File: config.mk
export PLATFORM = sky130hd
export DESIGN_NAME = adc_serial_capture
export DESIGN_NICKNAME = d
export VERILOG_FILES = /design/src/rtl/adc_serial_pkg.sv /design/src/rtl/adc_shift_lane.sv /design/src/rtl/adc_serial_capture.sv
export SDC_FILE = /design/constraint.sdc
export NUM_CORES = 1
export LEC_CHECK = 0
export BUFFER_PORTS_ARGS = -buffer_cell sky130_fd_sc_hd__buf_2
export CAP_MARGIN = 10
export CORE_MARGIN = 4
export CORE_UTILIZATION = 30
export CTS_CLUSTER_SIZE = 14
export DETAILED_ROUTE_END_ITERATION = 12
export PLACE_DENSITY = 0.51
export SLEW_MARGIN = 20
export SYNTH_ARGS = -nofsm -noshare
export SYNTH_HDL_FRONTEND = slang
export SYNTH_SLANG_ARGS = --single-unit
File: constraint.sdc
create_clock -name clk -period 1.8 [get_ports clk]
set_clock_uncertainty 0.2 [all_clocks]
set_input_delay 0.36 -clock clk [delete_from_list [all_inputs] [get_ports clk]]
set_output_delay 0.36 -clock clk [all_outputs]
set_load 0.02 [all_outputs]
File: src/rtl/adc_serial_pkg.sv
// rtl/adc_serial_pkg.sv - shared state type, width helper and default frame constants for adc_serial_capture
package adc_serial_pkg;

    typedef enum logic [1:0] {
        ST_IDLE  = 2'd0,
        ST_SHIFT = 2'd1,
        ST_QUIET = 2'd2
    } state_e;

    localparam int DEF_NCH        = 1;
    localparam int DEF_DATA_W     = 12;
    localparam int DEF_FRAME_BITS = 14;
    localparam int DEF_SCLK_DIV   = 1;
    localparam int DEF_QUIET_CYC  = 4;

    // Counter width able to hold values 0..n-1, never narrower than one bit.
    function automatic int cnt_w(input int n);
        return (n <= 2) ? 1 : $clog2(n);
    endfunction

endpackage

File: src/rtl/adc_shift_lane.sv
// rtl/adc_shift_lane.sv - one SDATA lane: serial shift register plus registered result slice
module adc_shift_lane
    import adc_serial_pkg::*;
#(
    parameter int DATA_W = DEF_DATA_W
) (
    input  logic              clk,
    input  logic              rstn,
    input  logic              shift_en_i,
    input  logic              capture_i,
    input  logic              sdata_i,
    output logic [DATA_W-1:0] data_o
);

    // Only the last DATA_W bits of a frame are kept, so leading bits fall off the top.
    logic [DATA_W-1:0] sr_q, sr_d;
    logic [DATA_W-1:0] data_q, data_d;

    always_comb begin
        sr_d   = sr_q;
        data_d = data_q;
        if (shift_en_i) begin
            sr_d = (sr_q << 1) | DATA_W'(sdata_i);
        end
        if (capture_i) begin
            data_d = sr_q;
        end
    end

    always_ff @(posedge clk or negedge rstn) begin
        if (!rstn) begin
            sr_q   <= '0;
            data_q <= '0;
        end else begin
            sr_q   <= sr_d;
            data_q <= data_d;
        end
    end

    assign data_o = data_q;

endmodule

File: src/rtl/adc_serial_capture.sv
// rtl/adc_serial_capture.sv - CSn/SCLK generator and frame FSM capturing NCH serial ADC lanes
module adc_serial_capture
    import adc_serial_pkg::*;
#(
    parameter int NCH        = DEF_NCH,
    parameter int DATA_W     = DEF_DATA_W,
    parameter int FRAME_BITS = DEF_FRAME_BITS,
    parameter int SCLK_DIV   = DEF_SCLK_DIV,
    parameter int QUIET_CYC  = DEF_QUIET_CYC
) (
    input  logic                  clk,
    input  logic                  rstn,
    input  logic                  cont_en,
    input  logic                  trig,
    output logic                  busy,
    output logic                  overrun,
    output logic                  adc_csn,
    output logic                  adc_sclk,
    input  logic [NCH-1:0]        adc_sdata,
    output logic                  adc_data_en,
    output logic [NCH*DATA_W-1:0] adc_data
);

    localparam int H_W   = cnt_w(2*FRAME_BITS);
    localparam int DIV_W = cnt_w(SCLK_DIV+1);
    localparam int Q_W   = cnt_w(QUIET_CYC+1);

    localparam logic [H_W-1:0]   H_LAST   = H_W'(2*FRAME_BITS-1);
    localparam logic [DIV_W-1:0] DIV_LAST = DIV_W'(SCLK_DIV-1);
    localparam logic [Q_W-1:0]   Q_LAST   = Q_W'(QUIET_CYC-1);

    if (FRAME_BITS < DATA_W || SCLK_DIV < 1 || QUIET_CYC < 1) begin : g_bad_params
        $error("adc_serial_capture: need FRAME_BITS>=DATA_W, SCLK_DIV>=1, QUIET_CYC>=1");
    end

    state_e           state_q, state_d;
    logic [H_W-1:0]   h_q, h_d;
    logic [DIV_W-1:0] div_q, div_d;
    logic [Q_W-1:0]   quiet_q, quiet_d;
    logic             pending_q, pending_d;
    logic             overrun_q, overrun_d;
    logic             csn_q, csn_d;
    logic             sclk_q, sclk_d;
    logic             data_en_q, data_en_d;
    logic             shift_en, capture, launch;
    logic             trig_req;

    // A trigger during continuous mode is already covered by the next frame.
    assign trig_req = trig & ~cont_en;

    always_comb begin
        state_d   = state_q;
        h_d       = h_q;
        div_d     = div_q;
        quiet_d   = quiet_q;
        pending_d = pending_q;
        csn_d     = csn_q;
        sclk_d    = sclk_q;
        overrun_d = 1'b0;
        data_en_d = 1'b0;
        shift_en  = 1'b0;
        capture   = 1'b0;
        launch    = 1'b0;

        unique case (state_q)
            ST_IDLE: begin
                csn_d  = 1'b1;
                sclk_d = 1'b1;
                if (cont_en | trig) begin
                    launch = 1'b1;
                end
            end
            ST_SHIFT: begin
                if (trig_req) begin
                    if (pending_q) overrun_d = 1'b1;
                    else           pending_d = 1'b1;
                end
                if (div_q == DIV_LAST) begin
                    div_d = '0;
                    if (!h_q[0]) begin
                        shift_en = 1'b1;
                        sclk_d   = 1'b0;
                        h_d      = h_q + H_W'(1);
                    end else if (h_q == H_LAST) begin
                        csn_d     = 1'b1;
                        sclk_d    = 1'b1;
                        data_en_d = 1'b1;
                        capture   = 1'b1;
                        quiet_d   = '0;
                        state_d   = ST_QUIET;
                    end else begin
                        sclk_d = 1'b1;
                        h_d    = h_q + H_W'(1);
                    end
                end else begin
                    div_d = div_q + DIV_W'(1);
                end
            end
            ST_QUIET: begin
                if (quiet_q == Q_LAST) begin
                    if (cont_en | pending_q | trig) begin
                        launch    = 1'b1;
                        pending_d = 1'b0;
                        if (trig_req & pending_q) overrun_d = 1'b1;
                    end else begin
                        state_d = ST_IDLE;
                    end
                end else begin
                    quiet_d = quiet_q + Q_W'(1);
                    if (trig_req) begin
                        if (pending_q) overrun_d = 1'b1;
                        else           pending_d = 1'b1;
                    end
                end
            end
            default: begin
                state_d = ST_QUIET;
                quiet_d = '0;
            end
        endcase

        if (launch) begin
            state_d = ST_SHIFT;
            csn_d   = 1'b0;
            sclk_d  = 1'b1;
            h_d     = '0;
            div_d   = '0;
        end
    end

    always_ff @(posedge clk or negedge rstn) begin
        if (!rstn) begin
            state_q   <= ST_QUIET;
            h_q       <= '0;
            div_q     <= '0;
            quiet_q   <= '0;
            pending_q <= 1'b0;
            overrun_q <= 1'b0;
            csn_q     <= 1'b1;
            sclk_q    <= 1'b1;
            data_en_q <= 1'b0;
        end else begin
            state_q   <= state_d;
            h_q       <= h_d;
            div_q     <= div_d;
            quiet_q   <= quiet_d;
            pending_q <= pending_d;
            overrun_q <= overrun_d;
            csn_q     <= csn_d;
            sclk_q    <= sclk_d;
            data_en_q <= data_en_d;
        end
    end

    for (genvar i = 0; i < NCH; i++) begin : g_lane
        adc_shift_lane #(
            .DATA_W (DATA_W)
        ) u_lane (
            .clk        (clk),
            .rstn       (rstn),
            .shift_en_i (shift_en),
            .capture_i  (capture),
            .sdata_i    (adc_sdata[i]),
            .data_o     (adc_data[i*DATA_W +: DATA_W])
        );
    end

    assign busy        = (state_q != ST_IDLE);
    assign overrun     = overrun_q;
    assign adc_csn     = csn_q;
    assign adc_sclk    = sclk_q;
    assign adc_data_en = data_en_q;

endmodule

# Word level (Yosys, flattened, before mapping)
# Index checks and enable logic that the tools add are counted.
[totals]
in_bits = 5
out_inout_bits = 17
reg_bits = 40
elab_cells = 102
[op_classes]
reduce_logical = 12
n_bitwise = 8
n_addsub = 3
n_eq_ne = 17
mux = 50
[op_table]
columns = ["operator", "n"]
rows = [
  ["$mux 1", 28],
  ["$mux 5", 5],
  ["$ne 3x3->1 const B", 7],
  ["$mux 2", 6],
  ["$mux 3", 4],
  ["$or 12x1->12", 1],
  ["$ne 2x2->1 const B", 5],
  ["$pmux 1 s2", 5],
  ["$pmux 3 s3", 1],
  ["$pmux 2 s3", 1],
  ["$reduce_and 2->1", 3],
  ["$reduce_and 6->1", 1],
  ["$reduce_bool 2->1", 3],
  ["$add 5x1->5 const B", 1],
  ["$eq 5x5->1 const B", 1],
  ["$reduce_and 5->1", 1],
  ["$reduce_and 4->1", 1],
  ["$add 3x1->3 const B", 1],
  ["$eq 3x2->1 const B", 1],
  ["$or 1x1->1", 3],
  ["$reduce_and 3->1", 1],
  ["$reduce_bool 3->1", 1],
  ["$and 1x1->1", 2],
  ["$eq 2x1->1 const B", 1],
  ["other kinds (5)", 6],
]

# Logic depth before layout (Yosys ltp)
[depth]
ltp_word = 7
mapped_depth = 8
ltp_nobuf = 6

# By module
# From an unflattened synthesis, not the netlist that was laid out.
[hier_totals]
hier_cells = 132
area_unflattened_um2 = 1759.2
[modules_own_cells]
columns = ["module", "instances", "cells_each", "seq_area_each_um2", "area_per_inst_um2"]
rows = [
  ["adc_shift_lane", 1, 50, 600.6, 968.4],
  ["adc_serial_capture", 1, 82, 379.1, 790.8],
]

# Worst setup path before layout
# No wires, ideal clock.
[synth_path]
path_kind = "flip-flop to flip-flop"
start = "reg state_q[1]"
end = "reg g_lane[0].u_lane.sr_q[10]"
slack_ns = -0.117
setup_ns = 0.125
path_stages_with_launch = 8
path_buffers = 2
t_arrival_ns = 1.592
synth_period_minus_slack_ns = 1.917
required_ns = 1.475
cell_sequence = "dfstp_2 inv_1 ha_1 buf_2 inv_1 nor2_1 buf_2 mux2_2"
[synth_via]
elab_chain_len = 2
[synth_lines]
columns = ["element", "line_no", "source"]
rows = [
  ["from (decl)", "adc_serial_capture.sv:36", "state_e state_q, state_d;"],
  ["from (signal assigned)", "adc_serial_capture.sv:143", "state_q <= state_d;"],
  ["$eq 2x1->1", "adc_serial_capture.sv:65", "unique case (state_q)"],
  ["$mux 1", "adc_serial_capture.sv:65", ""],
  ["to (signal assigned)", "adc_shift_lane.sv:35", "sr_q <= sr_d;"],
  ["to (decl)", "adc_shift_lane.sv:16", "logic [DATA_W-1:0] sr_q, sr_d;"],
]
# Every way passes these cells.
# A chain may end at the register's enable or synchronous reset.

# Worst setup path in the final report
[layout_path]
start = "reg state_q[1]"
end = "out busy"
[layout_via]
elab_chain_len = 1
[layout_lines]
columns = ["element", "line_no", "source"]
rows = [
  ["$reduce_bool 2->1", "adc_serial_capture.sv:168", "assign busy = (state_q != ST_IDLE);"],
  ["to (decl)", "adc_serial_capture.sv:15", "output logic busy,"],
]
# Every way passes these cells.

==> run metrics <==
Leak=approximately 1.0 nW; FMAX=531 MHz; Clock Tree Root=clkbuf_8; grt ovf=0; reg-to-reg endpoint=state_q[0]$_DFFE_PN0P_; CTS tree=done; synth cell count leaders=dfrtp_1 (36), mux2_2 (16), nor2_1 (9), inv_1 (8), mux2_4 (8); CP Class=flip-flop to primary output; Synth area leaders=dfrtp_1 (52%), mux2_2 (10%), mux2_4 (6.9%); Critical Path Sink=busy; Synth Flop Type=dfrtp_1; r2r worst-path depth=6; Net Switching=1.22 mW; r2r startpoint=state_q[1]$_DFFE_PN1P_; sequential power share=between 30 and 40%; CP most frequent cell=buf_6; initial antenna violation count=0; Cells after Synth=133; Max-Cap Viols=0; Logic pwr share=44.9%; Ys Warns=0; Pwr Density=1540 nW/um2; Setup WS post-layout=-0.0836 ns; Synth area leader=dfrtp_1; vias in the first global route=around 1200; H-tree depth=2; Die Area=7080 um2; routability congestion estimate=approximately 0.84; routed wire length per instance=14.0 um; Die Width=between 80 and 90 um; # setup viols final=2; Relative slew margins=between 70% and 80%; register bit total from synthesis=39; # rows=27; Max Buffers Root-to-Sink=2; worst-path fanout max=6; violated checks=negative setup slack; Slowest-stage cell, CP=dfstp_2; pin count of the biggest net entering global routing=40; first-pass GRT wire length=between 5000 and 6000 um; CP startpoint=state_q[1]$_DFFE_PN1P_; post-synthesis cell type count=36; final antenna-violating net count=0; pins over their slew limit=0; Total Routing Usage GR=between 10% and 20%; post-route clock period utilization=105%; DRC errors left=0; via count=about 1200; # IOs=22; status=finished, violations left; RSZ-0062 raised after global routing=true; top-area cell type share of the netlist area=about half; Worst setup EP type=primary output; Final min period=between 1.5 and 2 ns; Final nets=188; layout cell share with drive strength beyond 1=52.8%; Pre-antenna DRT Iters=4; Antenna diodes=0; Crit. path cell count=5; Post-synth EDFFs=0; core area=around 5600 um2; crit-path max cell delay=approximately 0.54 ns; Port Buf Inserts=21; area added between synthesis and finish=30.6%; DRT iter0 DRCs=29; CP arrival=1.32 ns; setup TNS=-0.0990 ns; Mapped Area=around 1700 um2; Worst Path Required=around 1.2 ns; switch share=34.9%; Via-to-Cell Ratio=4.63; clk sink count=39; Synth async-reset ratio=100%; top-count cell post-synth=dfrtp_1; initial core utilization=between 30% and 40%; dpl hpwl=~2200 um; Worst-path clk slew=around 0.07 ns; hold slack=about 0.11 ns; Internal=approximately 2.3 mW; routed wire length=around 3500 um; r2r setup slk=-0.02 ns; min-delay worst type=input pin to flip-flop; critical-path cell list=inv_2, buf_6, ha_4, inv_4, buf_6; Die Y=between 80 and 90 um; VDD IR-drop max=about 0.38 mV; CP bufs+invs=4; CP top delay family=flip-flops; CP Launch Type=flip-flop; register area share after synthesis=approximately 56%; Clk network pwr share=between 10% and 20%; TritonCTS Buffers=5; syn nets=roughly 140; Least-Margin Pin Slew=between 0.3 and 0.4 ns; clock latency on the worst-skew pair=0.29 ns; syn avg cell area=13.1 um2; Hold Fails Final Rpt=0
==> worst min path at each step <==
stage,to,slack (ns),startpoint,cells after the start
6_report,g_lane[0].u_lane.sr_q[0]$_DFFE_PN0P_,0.11,adc_sdata,2
2_1_floorplan,adc_data_en$_DFF_PN0_,-0.14,rstn,0
3_3_place_gp,quiet_q[0]$_DFFE_PN0P_,0.14,rstn,2
5_1_grt,g_lane[0].u_lane.sr_q[0]$_DFFE_PN0P_,0.11,adc_sdata,2
3_5_place_dp,pending_q$_DFFE_PN0P_,0.14,rstn,2
4_1_cts,g_lane[0].u_lane.sr_q[0]$_DFFE_PN0P_,0.1,adc_sdata,2
==> layout by cell type, fill, tap and decap left out, types with 3 or more instances in the layout <==
master | netlist | final
o211ai_1 | 3 | 3
mux2_2 | 16 | 16
ha_4 | 0 | 3
mux2_4 | 8 | 8
buf_4 | 0 | 17
dfstp_2 | 3 | 3
a21oi_1 | 4 | 3
buf_2 | 3 | 20
dfrtp_1 | 36 | 36
nor2_1 | 9 | 8
clkbuf_8 | 0 | 5
nand2_1 | 6 | 6
inv_1 | 8 | 5
==> per-stage QoR <==
stage / setup slack [ns] / power, mW / util, % / area (um2) / cells
floorplan: -0.0457 / 2.19 / - / 1770 / 133
global placement: -0.301 / 2.61 / 36.5 / 2030 / 234
detailed placement: -0.361 / 2.65 / 36.5 / 2030 / 234
CTS: -0.106 / 3.41 / 39.6 / 2210 / 247
global route: -0.128 / 3.76 / 40.8 / 2270 / 250
finish: -0.0836 / 3.51 / 40.8 / 2270 / 250
==> routing by layer <==
metal	vias up	global-route usage, %	wire length, um
li1	558	-	-
met1	570	12.3	1620
met2	20	15.5	1650
met3	9	2.85	120
met4	0	6.14	113
met5	-	0	0
==> cell type report <==
cell class | instances | area (um2)
Clock buffer | 6 | 72.6
Clock inverter | 2 | 12.5
Fill cell | 533 | 3300
Inverter | 8 | 32.5
Multi-Input combinational cell | 81 | 785
Sequential cell | 39 | 980
Tap cell | 72 | 90.1
Timing Repair Buffer | 42 | 300
==> flip-flops by register name, summed over array words and instances (netlist names) <==
name,cells
pending_q,1
quiet_q,3
adc_sclk,1
adc_csn,1
h_q,5
state_q,2
g_lane.u_lane.sr_q,12
overrun,1
adc_data_en,1
g_lane.u_lane.data_o,12
==> repair_timing <==
action                                  4_1_cts  5_1_grt
resized for setup                            12        9
gates cloned                                  0        1
hold endpoints to repair                     36        0
endpoints found under the setup margin       23       23
setup buffers                                 4        2
pin swaps                                     2        2
hold buffers                                  1        0
==> worst reg2reg max path: cells and delay by family (launching register included) <==
kind	cells	cell delay (ns)
DFF	1	0.54
buffers and inverters	1	0.10
AOI/OAI and AO/OA	2	0.24
adders and majority gates	1	0.22
and+or+nand+nor	2	0.40
==> power groups by stage <==
stage          logic, mW  clock network, mW  registers (mW)
2_1_floorplan      0.806                  0            1.39
3_3_place_gp        1.24                  0            1.37
3_5_place_dp        1.27                  0            1.38
4_1_cts             1.45              0.597            1.36
5_1_grt             1.73              0.626            1.41
6_report            1.57              0.569            1.36
==> cells by family (layout without fill, tap and decap cells) <==
family	Yosys count	count (layout)	share of synthesized area (%)
flip-flops	39	39	56.3
buffers and inverters	14	58	4.67
adder cells (fa/ha/maj)	6	6	4.31
AO/OA/AOI/OAI	21	21	8.41
AND/OR/NAND/NOR	26	27	7.48
multiplexers	25	25	17.8
XOR/XNOR	2	2	1.01
Power figures use the tool's default switching activity.
